## src/rtl/dht11_pkg.sv

```systemverilog
// Shared definitions for the DHT11 read scheduler: FSM encoding and
// millisecond-to-cycle conversion.
package dht11_pkg;

  typedef enum logic [2:0] {
    IDLE,
    GAP,
    ARM,
    WAIT_DONE,
    FAIL
  } state_t;

  function automatic int ms_to_cycles(input int clk_hz, input int ms);
    return (clk_hz / 1000) * ms;
  endfunction

endpackage

```

## src/rtl/dht11_scheduler_if.sv

```systemverilog
// Handshake between the read scheduler (master) and the DHT11
// single-wire transaction engine (slave).
interface dht11_scheduler_if;
  logic       dht_start;
  logic       dht_en;
  logic       dht_abort;
  logic       dht_done;
  logic       dht_valid;
  logic [7:0] dht_rh;
  logic [7:0] dht_t;

  modport master (
    output dht_start, dht_en, dht_abort,
    input  dht_done, dht_valid, dht_rh, dht_t
  );

  modport slave (
    input  dht_start, dht_en, dht_abort,
    output dht_done, dht_valid, dht_rh, dht_t
  );
endinterface

```

## src/rtl/tick_gen_1ms.sv

```systemverilog
// Free-running divider producing a registered 1-cycle pulse once per
// millisecond of system clock.
module tick_gen_1ms
  import dht11_pkg::*;
#(
  parameter int CLK_HZ = 100_000_000
) (
  input  logic clk,
  input  logic rst_n,
  output logic tick
);

  localparam int DIV = ms_to_cycles(CLK_HZ, 1);
  localparam int CW  = (DIV > 1) ? $clog2(DIV) : 1;
  localparam logic [CW-1:0] LAST = CW'(DIV - 1);

  logic [CW-1:0] cnt;

  always_ff @(posedge clk or negedge rst_n) begin
    if (!rst_n) begin
      cnt  <= '0;
      tick <= 1'b0;
    end else begin
      tick <= (cnt == LAST);
      cnt  <= (cnt == LAST) ? '0 : cnt + 1'b1;
    end
  end

endmodule

```

## src/rtl/dht11_scheduler.sv

```systemverilog
// Periodic/forced read sequencer for the DHT11 engine with minimum-gap
// enforcement, checksum retries, timeout abort and last-good hold.
module dht11_scheduler
  import dht11_pkg::*;
#(
  parameter int CLK_HZ     = 100_000_000,
  parameter int PERIOD_MS  = 2000,
  parameter int MIN_GAP_MS = 1000,
  parameter int TIMEOUT_MS = 30,
  parameter int MAX_RETRY  = 3
) (
  input  logic               clk,
  input  logic               rst_n,
  input  logic               enable,
  input  logic               force_req,
  dht11_scheduler_if.master  eng,
  output logic [7:0]         rh_out,
  output logic [7:0]         t_out,
  output logic               data_valid,
  output logic               sample_stb,
  output logic               err_stb,
  output logic [7:0]         err_cnt,
  output logic               busy
);

  localparam int GW = $clog2(PERIOD_MS + 1);
  localparam int TW = $clog2(TIMEOUT_MS + 1);
  localparam int RW = (MAX_RETRY > 0) ? $clog2(MAX_RETRY + 1) : 1;

  localparam logic [GW-1:0] PERIOD_C = GW'(PERIOD_MS);
  localparam logic [GW-1:0] MIN_C    = GW'(MIN_GAP_MS);
  localparam logic [TW-1:0] TO_C     = TW'(TIMEOUT_MS);
  localparam logic [RW-1:0] RMAX     = RW'(MAX_RETRY);

  state_t        state, state_n;
  logic          tick;
  logic [GW-1:0] gap_ms;
  logic [TW-1:0] to_ms;
  logic [RW-1:0] retry;
  logic          pend;
  logic          never_run;
  logic          start_q, abort_q;
  logic          done_ok, timeout, retry_go, give_up;

  tick_gen_1ms #(.CLK_HZ(CLK_HZ)) u_tick (
    .clk   (clk),
    .rst_n (rst_n),
    .tick  (tick)
  );

  assign eng.dht_start = start_q;
  assign eng.dht_abort = abort_q;
  assign eng.dht_en    = enable;
  assign busy          = (state == ARM) || (state == WAIT_DONE);

  // A read is due once the period has elapsed; the very first read after
  // reset is due immediately, and the gap preset lets it through GAP at once.
  always_comb begin
    state_n  = state;
    done_ok  = 1'b0;
    timeout  = 1'b0;
    retry_go = 1'b0;
    give_up  = 1'b0;
    case (state)
      IDLE: begin
        if (enable && (gap_ms >= PERIOD_C || never_run || pend || force_req))
          state_n = GAP;
      end
      GAP: begin
        if (!enable)              state_n = IDLE;
        else if (gap_ms >= MIN_C) state_n = ARM;
      end
      ARM: state_n = WAIT_DONE;
      WAIT_DONE: begin
        if (eng.dht_done) begin
          done_ok = eng.dht_valid;
          state_n = eng.dht_valid ? IDLE : FAIL;
        end else if (to_ms >= TO_C) begin
          timeout = 1'b1;
          state_n = FAIL;
        end
      end
      FAIL: begin
        retry_go = enable && (retry < RMAX);
        give_up  = enable && (retry >= RMAX);
        state_n  = retry_go ? GAP : IDLE;
      end
      default: state_n = IDLE;
    endcase
  end

  always_ff @(posedge clk or negedge rst_n) begin
    if (!rst_n) begin
      state      <= IDLE;
      gap_ms     <= MIN_C;
      to_ms      <= '0;
      retry      <= '0;
      pend       <= 1'b0;
      never_run  <= 1'b1;
      start_q    <= 1'b0;
      abort_q    <= 1'b0;
      sample_stb <= 1'b0;
      err_stb    <= 1'b0;
      err_cnt    <= '0;
      data_valid <= 1'b0;
      rh_out     <= '0;
      t_out      <= '0;
    end else begin
      state      <= state_n;
      start_q    <= (state == ARM);
      abort_q    <= timeout;
      sample_stb <= done_ok;
      err_stb    <= give_up;

      if (state == ARM) begin
        gap_ms    <= '0;
        to_ms     <= '0;
        never_run <= 1'b0;
      end else if (tick) begin
        if (gap_ms < PERIOD_C) gap_ms <= gap_ms + 1'b1;
        if (to_ms < TO_C)      to_ms  <= to_ms + 1'b1;
      end

      // A force arriving while busy stays pending until the next start.
      if (!enable)             pend <= 1'b0;
      else if (force_req)      pend <= 1'b1;
      else if (state == ARM)   pend <= 1'b0;

      if (state == FAIL) retry <= retry_go ? retry + 1'b1 : '0;
      else if (done_ok)  retry <= '0;

      if (done_ok) begin
        rh_out     <= eng.dht_rh;
        t_out      <= eng.dht_t;
        data_valid <= 1'b1;
      end

      if (give_up && err_cnt != 8'hFF) err_cnt <= err_cnt + 1'b1;
    end
  end

endmodule
```

## src/flat_wrapper.sv

```systemverilog
// flat-port wrapper written by rule: the top's interface ports become plain ports
module dht11_scheduler_flat import dht11_pkg::*;
#(
  parameter int CLK_HZ     = 100_000_000,
  parameter int PERIOD_MS  = 2000,
  parameter int MIN_GAP_MS = 1000,
  parameter int TIMEOUT_MS = 30,
  parameter int MAX_RETRY  = 3
)
  (clk, rst_n, enable, force_req, rh_out, t_out, data_valid, sample_stb, err_stb, err_cnt, busy, eng_dht_start, eng_dht_en, eng_dht_abort, eng_dht_done, eng_dht_valid, eng_dht_rh, eng_dht_t);
  dht11_scheduler_if eng_i ();
  input  logic clk;
  input  logic rst_n;
  input  logic enable;
  input  logic force_req;
  output logic [7:0] rh_out;
  output logic [7:0] t_out;
  output logic data_valid;
  output logic sample_stb;
  output logic err_stb;
  output logic [7:0] err_cnt;
  output logic busy;
  output wire logic [$bits(eng_i.dht_start)-1:0] eng_dht_start;
  output wire logic [$bits(eng_i.dht_en)-1:0] eng_dht_en;
  output wire logic [$bits(eng_i.dht_abort)-1:0] eng_dht_abort;
  input wire logic [$bits(eng_i.dht_done)-1:0] eng_dht_done;
  input wire logic [$bits(eng_i.dht_valid)-1:0] eng_dht_valid;
  input wire logic [$bits(eng_i.dht_rh)-1:0] eng_dht_rh;
  input wire logic [$bits(eng_i.dht_t)-1:0] eng_dht_t;
  assign eng_dht_start = eng_i.dht_start;
  assign eng_dht_en = eng_i.dht_en;
  assign eng_dht_abort = eng_i.dht_abort;
  assign eng_i.dht_done = eng_dht_done;
  assign eng_i.dht_valid = eng_dht_valid;
  assign eng_i.dht_rh = eng_dht_rh;
  assign eng_i.dht_t = eng_dht_t;
  dht11_scheduler #(.CLK_HZ(CLK_HZ), .PERIOD_MS(PERIOD_MS), .MIN_GAP_MS(MIN_GAP_MS), .TIMEOUT_MS(TIMEOUT_MS), .MAX_RETRY(MAX_RETRY)) u_core (.clk(clk), .rst_n(rst_n), .enable(enable), .force_req(force_req), .eng(eng_i), .rh_out(rh_out), .t_out(t_out), .data_valid(data_valid), .sample_stb(sample_stb), .err_stb(err_stb), .err_cnt(err_cnt), .busy(busy));
endmodule
```

## config.mk

```make
export PLATFORM = sky130hd
export DESIGN_NAME = dht11_scheduler_flat
export DESIGN_NICKNAME = d
export VERILOG_FILES = /design/src/rtl/dht11_pkg.sv /design/src/rtl/dht11_scheduler_if.sv /design/src/rtl/tick_gen_1ms.sv /design/src/rtl/dht11_scheduler.sv /design/src/flat_wrapper.sv
export SDC_FILE = /design/constraint.sdc
export NUM_CORES = 1
export LEC_CHECK = 0
export CORE_MARGIN = 10
export CORE_UTILIZATION = 26
export DETAILED_ROUTE_END_ITERATION = 8
export PLACE_DENSITY = 0.55
export SYNTH_ARGS = -nofsm -noshare
export SYNTH_HDL_FRONTEND = slang
export SYNTH_SLANG_ARGS = --single-unit
```

## constraint.sdc

```tcl
create_clock -name clk -period 2.28 [get_ports clk]
set_input_delay 0.456 -clock clk [delete_from_list [all_inputs] [get_ports clk]]
set_output_delay 0.456 -clock clk [all_outputs]
set_load 0.05 [all_outputs]
```

Word-level counts from Yosys, hierarchy flattened
Index checks and enable logic that the tools add are counted.
- logic and storage cells: 82
- output and inout bits: 31
- register bits after elaboration: 70
- $add $sub $neg: 5
- eq/ne operators: 10
- order comparisons: 7
- reductions and logical operators: 16
- muxes and demuxes: 28
- operator list (kind ; count):
    11-bit 2-to-1 mux ; 3
    3-bit 2-to-1 mux ; 6
    17-bit by 1-bit adder with 17-bit output (second input constant) ; 1
    17-bit equality test (second input constant) ; 1
    17-bit 2-to-1 mux ; 1
    5-bit 2-to-1 mux ; 3
    3-bit one-hot mux with 5 select lines ; 1
    11-bit by 1-bit adder with 11-bit output (second input constant) ; 1
    11-bit by 10-bit >= comparator with 1-bit output (second input constant) ; 1
    11-bit >= comparator (second input constant) ; 1
    11-bit < comparator (second input constant) ; 1
    1-bit 2-to-1 mux ; 11
    8-bit by 1-bit adder with 8-bit output (second input constant) ; 1
    8-bit inequality test (second input constant) ; 1
    2-bit nonzero test ; 4
    3-bit by 2-bit equality test with 1-bit output (second input constant) ; 2
    2-bit 2-to-1 mux ; 3
    5-bit by 1-bit adder with 5-bit output (second input constant) ; 1
    5-bit >= comparator (second input constant) ; 1
    5-bit < comparator (second input constant) ; 1
    1-bit logical AND ; 4
    1-bit logical OR ; 4
    2-bit AND reduction ; 2
    3-bit by 1-bit equality test with 1-bit output (second input constant) ; 1
    other kinds (10) ; 10

Logic depth before layout (Yosys ltp)
- depth after elaboration: 7
- depth in mapped cells: 6
- mapped depth without buffers: 5

By module
From an unflattened synthesis, not the netlist that was laid out.
- cells, all modules: 275
- area total of the unflattened synthesis: 3180.6 µm²
- by module, submodules not included (module ; cells each ; seq. area each (µm²) ; area each (µm²) ; instances):
    dht11_scheduler ; 200 ; 1310.0 ; 2362.3 ; 1
    tick_gen_1ms ; 75 ; 450.4 ; 818.3 ; 1

Worst setup path before layout
No wires, ideal clock.
- kind: register -> register
- start: register u_core.err_cnt[0]
- end: register u_core.err_cnt[1]
- library setup time: 0.125 ns
- required time: 2.155 ns
- arrival: 1.784 ns
- cell stages (with the launch flop): 5
- path slack: 0.371 ns
- clock period less this slack: 1.909 ns
- buffers on the path: 0
- cells stage by stage: dfrtp_1 ha_1 and3_1 a211oi_4 mux2_2
- word-level cells in the longest chain between the ends: 2
- elaborated cells between the ends (all ways): 3
- those cells by class: 1 x add/sub; 1 x eq/ne; 1 x reduce/logical
- RTL lines (what ; line ; source):
    start: declaration ; dht11_scheduler.sv:22 ; output logic [7:0] err_cnt,
    start signal: assignment ; dht11_scheduler.sv:138 ; if (give_up && err_cnt != 8'hFF) err_cnt <= err_cnt + 1'b1;
    branches (longest 2 deep; another with 8-bit by 1-bit adder with 8-bit output) ; -- ;
Parallel ways; which one is timed is not known.
A chain may end at the register's enable or synchronous reset.

Worst setup path in the final report
- start: register u_core.err_cnt[2]
- end: output port err_cnt[2]
- RTL lines (what ; line ; source):
    end: declaration ; flat_wrapper.sv:21 ; output logic [7:0] err_cnt;
No word-level cell between the ends.

==> out/metrics.cfg <==
[final_layout]
finalNetCount=369
finish.utilization=0.354
layout.cells.most_common_list=sky130_fd_sc_hd__dfrtp_1 (63), sky130_fd_sc_hd__clkdlybuf4s50_1 (49), sky130_fd_sc_hd__nor2_1 (28), sky130_fd_sc_hd__xor2_1 (19), sky130_fd_sc_hd__mux2_2 (17)
mostFrequentLayoutCell=sky130_fd_sc_hd__dfrtp_1
multi_input_gate_area_um2=1380
drive_above_1_share=0.168
layout.cell_area.non_filler_um2=4270
n_fill_cell=1207
sequential_cell_area_um2=1760
diodes=0
area_delta_synth_final_pct=32.8

[worst_setup_path]
critical_path.max_fanout=6
crit_path_end=err_cnt[2]
arrival_ns=1.62
cpPeakStageDelay_ns=0.85
critPathSlowestCell=sky130_fd_sc_hd__clkdlybuf4s50_1
critical_path_cell_count=1
crit_type=flop to output port
critical_path.top_delay_family=buffers and inverters
r2r_setup_slack_ns=0.48
worst_setup_path_start_kind=flop
worst_setup_path_startpoint=u_core.err_cnt[2]
worst_reg2reg_path_startpoint=u_core.u_tick.cnt[0]
r2r.worst_path.cells=5
worst-path-buf-inv=1
critical_path.cell_chain=clkdlybuf4s50_1
worstReg2RegEnd=u_core.u_tick.cnt[16]
worst-endpoint-required_ns=1.82
sort_of_element_at_the_end_of_the_critical_path=output port

[clock_network]
tritoncts_sinks=70
cts.root.buffer_cell=sky130_fd_sc_hd__clkbuf_16
cts_htree_levels=3
tritoncts_clock_tree=done
ctsLongestPathBuffers=2
cts_resized=0
cts_buffers=9
cts.repair_timing.setup_buffer_count=0
cts-hold-fix-buffers=0
clk-insertion-delay-late_ns=0.32
clkSlewWorstSetupHoldPaths_ns=0.06

[sta]
timing.setup.tns_ns=0
clock-skew-final_ns=0.00832
final_period_demand_of_the_worst_path_ns=2.08
tightestPinTransition_ns=0.516
setup_viol=0
hold_violations=0
peak_clock_frequency_supported_by_timing_mhz=481
relSlewSlack=0.655
final-max-slew-violation-count=0
final_min_period_over_clock_period=0.912
setup_repair_after_global_routing_missed_its_margin=no

[yosys]
async_flop_share=1.00
synth.distinct_cells=47
postSynthCellCount=280
synth-warning-count=0
synth.avg_cell_area_um2=11.5
ys_seq_area_frac=0.548
synthTopCellsByArea=sky130_fd_sc_hd__dfrtp_1 (49%), sky130_fd_sc_hd__mux2_2 (6.0%), sky130_fd_sc_hd__dfstp_2 (5.7%), sky130_fd_sc_hd__xor2_1 (5.2%), sky130_fd_sc_hd__xnor2_1 (3.5%)
synth_flop_cell=sky130_fd_sc_hd__dfrtp_1
yosys.area.top_type_share=0.490
edff_count_synth=0
postSynthRegisterBits=70
synthesis.area_um2=3210
yosys.area.top_type=sky130_fd_sc_hd__dfrtp_1
syn-num-nets=309

[grt]
grt_pass1_wl_um=11800
initial_antenna_violation_count=0
overflow=0
global_route.usage.total=0.0815
first_global_vias=2330
grt_start_max_net_pins=71

[power_and_ir_drop]
p_sw_w=0.00153
relative_contribution_of_combinational_cells_to_total_power=0.320
leakage_power_nw=1.82
cellInternalPower_w=0.00284
worst_ir_drop_vdd_v=0.000397
clkPwrFrac=0.325
power.density_cell_area_nw_per_um2=1030
power.sequential.fraction=0.355
switching_share=0.350

[place]
dp_hpwl_um=4770
placement.cell_area_um2=3960
gp_routability_congestion=0.746
port_buffers=52

[die]
placement_rows=40
die_h_um=131
ioPinCount=53
die_w_um=131
coreArea_um2=12100
dieArea_um2=17200
initial_utilization=0.266

[min_path]
min-delay-path-class=primary input to async pin

[routing]
drt_iter0_markers=222
vias=2278
routed_wire_length_per_instance_um=13.2
detail-route-antenna-nets=0
avgViaCountPerCell=4.44
drc=0
drt-total-wl_um=6770
first_pass_iters=4

[outcome]
run_status=completed

[flow_run]
drv.max_cap_violation_count=0

-- per-layer routing --
metal,part of all wire,GRT usage
met5,0,0
met4,0.0081,0.0300
met3,0.059,0.0297
met2,0.39,0.108
met1,0.54,0.116
-- per-stage QoR --
step	power [W]	setup WS (ns)	hold WS (ns)	std cells
6_report	0.00438	0.200	0.130	513
5_1_grt	0.00460	0.134	0.167	513
4_1_cts	0.00445	0.175	0.161	513
3_5_place_dp	0.00300	0.358	0.459	497
3_3_place_gp	0.00298	0.377	0.472	497
2_1_floorplan	0.00248	0.371	0.160	280
-- power groups by stage --
stage	clock [W]	combinational, W	sequential, W
2_1_floorplan	0	0.000349	0.00213
3_3_place_gp	0	0.00141	0.00158
3_5_place_dp	0	0.00142	0.00158
4_1_cts	0.00147	0.00142	0.00156
5_1_grt	0.00153	0.00148	0.00158
6_report	0.00142	0.00140	0.00156
-- sequential cells by signal (all words and copies together), names as in the netlist --
name and count:
u_core.state 3, u_core.eng.dht_start 1, u_core.data_valid 1, u_core.rh_out 8
u_core.to_ms 5, u_core.err_cnt 8, u_core.pend 1, u_core.u_tick.tick 1
u_core.eng.dht_abort 1, u_core.t_out 8, u_core.err_stb 1, u_core.never_run 1
u_core.sample_stb 1, u_core.gap_ms 11, u_core.u_tick.cnt 17, u_core.retry 2
-- cell families after synthesis --
kind of cell,synth area share
buf+inv,0.0237
compound gates,0.0607
simple gates,0.188
fa+ha+maj,0.0272
mux,0.0658
xor+xnor,0.0872
flops,0.548
-- worst min-delay path by stage --
stage	startpoint	depth (start not counted)	slack (ns)	to
after floorplan	rst_n	0	0.16	u_core.data_valid
after global placement	u_core.data_valid	1	0.47	u_core.data_valid
after detailed placement	u_core.data_valid	1	0.46	u_core.data_valid
after CTS	rst_n	2	0.16	u_core.eng.dht_start
after global routing	rst_n	2	0.17	u_core.eng.dht_start
final	rst_n	2	0.13	u_core.eng.dht_start
-- cell type report --
class | instances | area share
flip-flops and latches | 70 | 0.412
multi-input cells | 194 | 0.323
repair buffers | 59 | 0.138
clock buffers | 10 | 0.0560
well taps | 168 | 0.0493
clock inverters | 6 | 0.0164
inverters | 6 | 0.00528
-- worst reg2reg max path, cell delays in order (launching register included) --
cell and delay (ns):
sky130_fd_sc_hd__dfrtp_1 0.40, sky130_fd_sc_hd__ha_1 0.19, sky130_fd_sc_hd__and3_1 0.29, sky130_fd_sc_hd__nand3_1 0.20
sky130_fd_sc_hd__or4_1 0.50, sky130_fd_sc_hd__a21oi_1 0.14
-- synth_stat cells, drive strengths merged (4+ instances only) --
cell     number
nand3        16
and4          5
nand2        15
dfrtp        63
nor3          6
o2111ai       4
mux2         17
o21ai         7
dfstp         7
and3          8
xnor2        13
nor2b         4
clkbuf        4
o211ai        6
a21oi         4
inv           6
nor2         28
xor2         19
buf           6
nand4        10
ha            7
No activity file was read; power rests on OpenSTA's default activity.
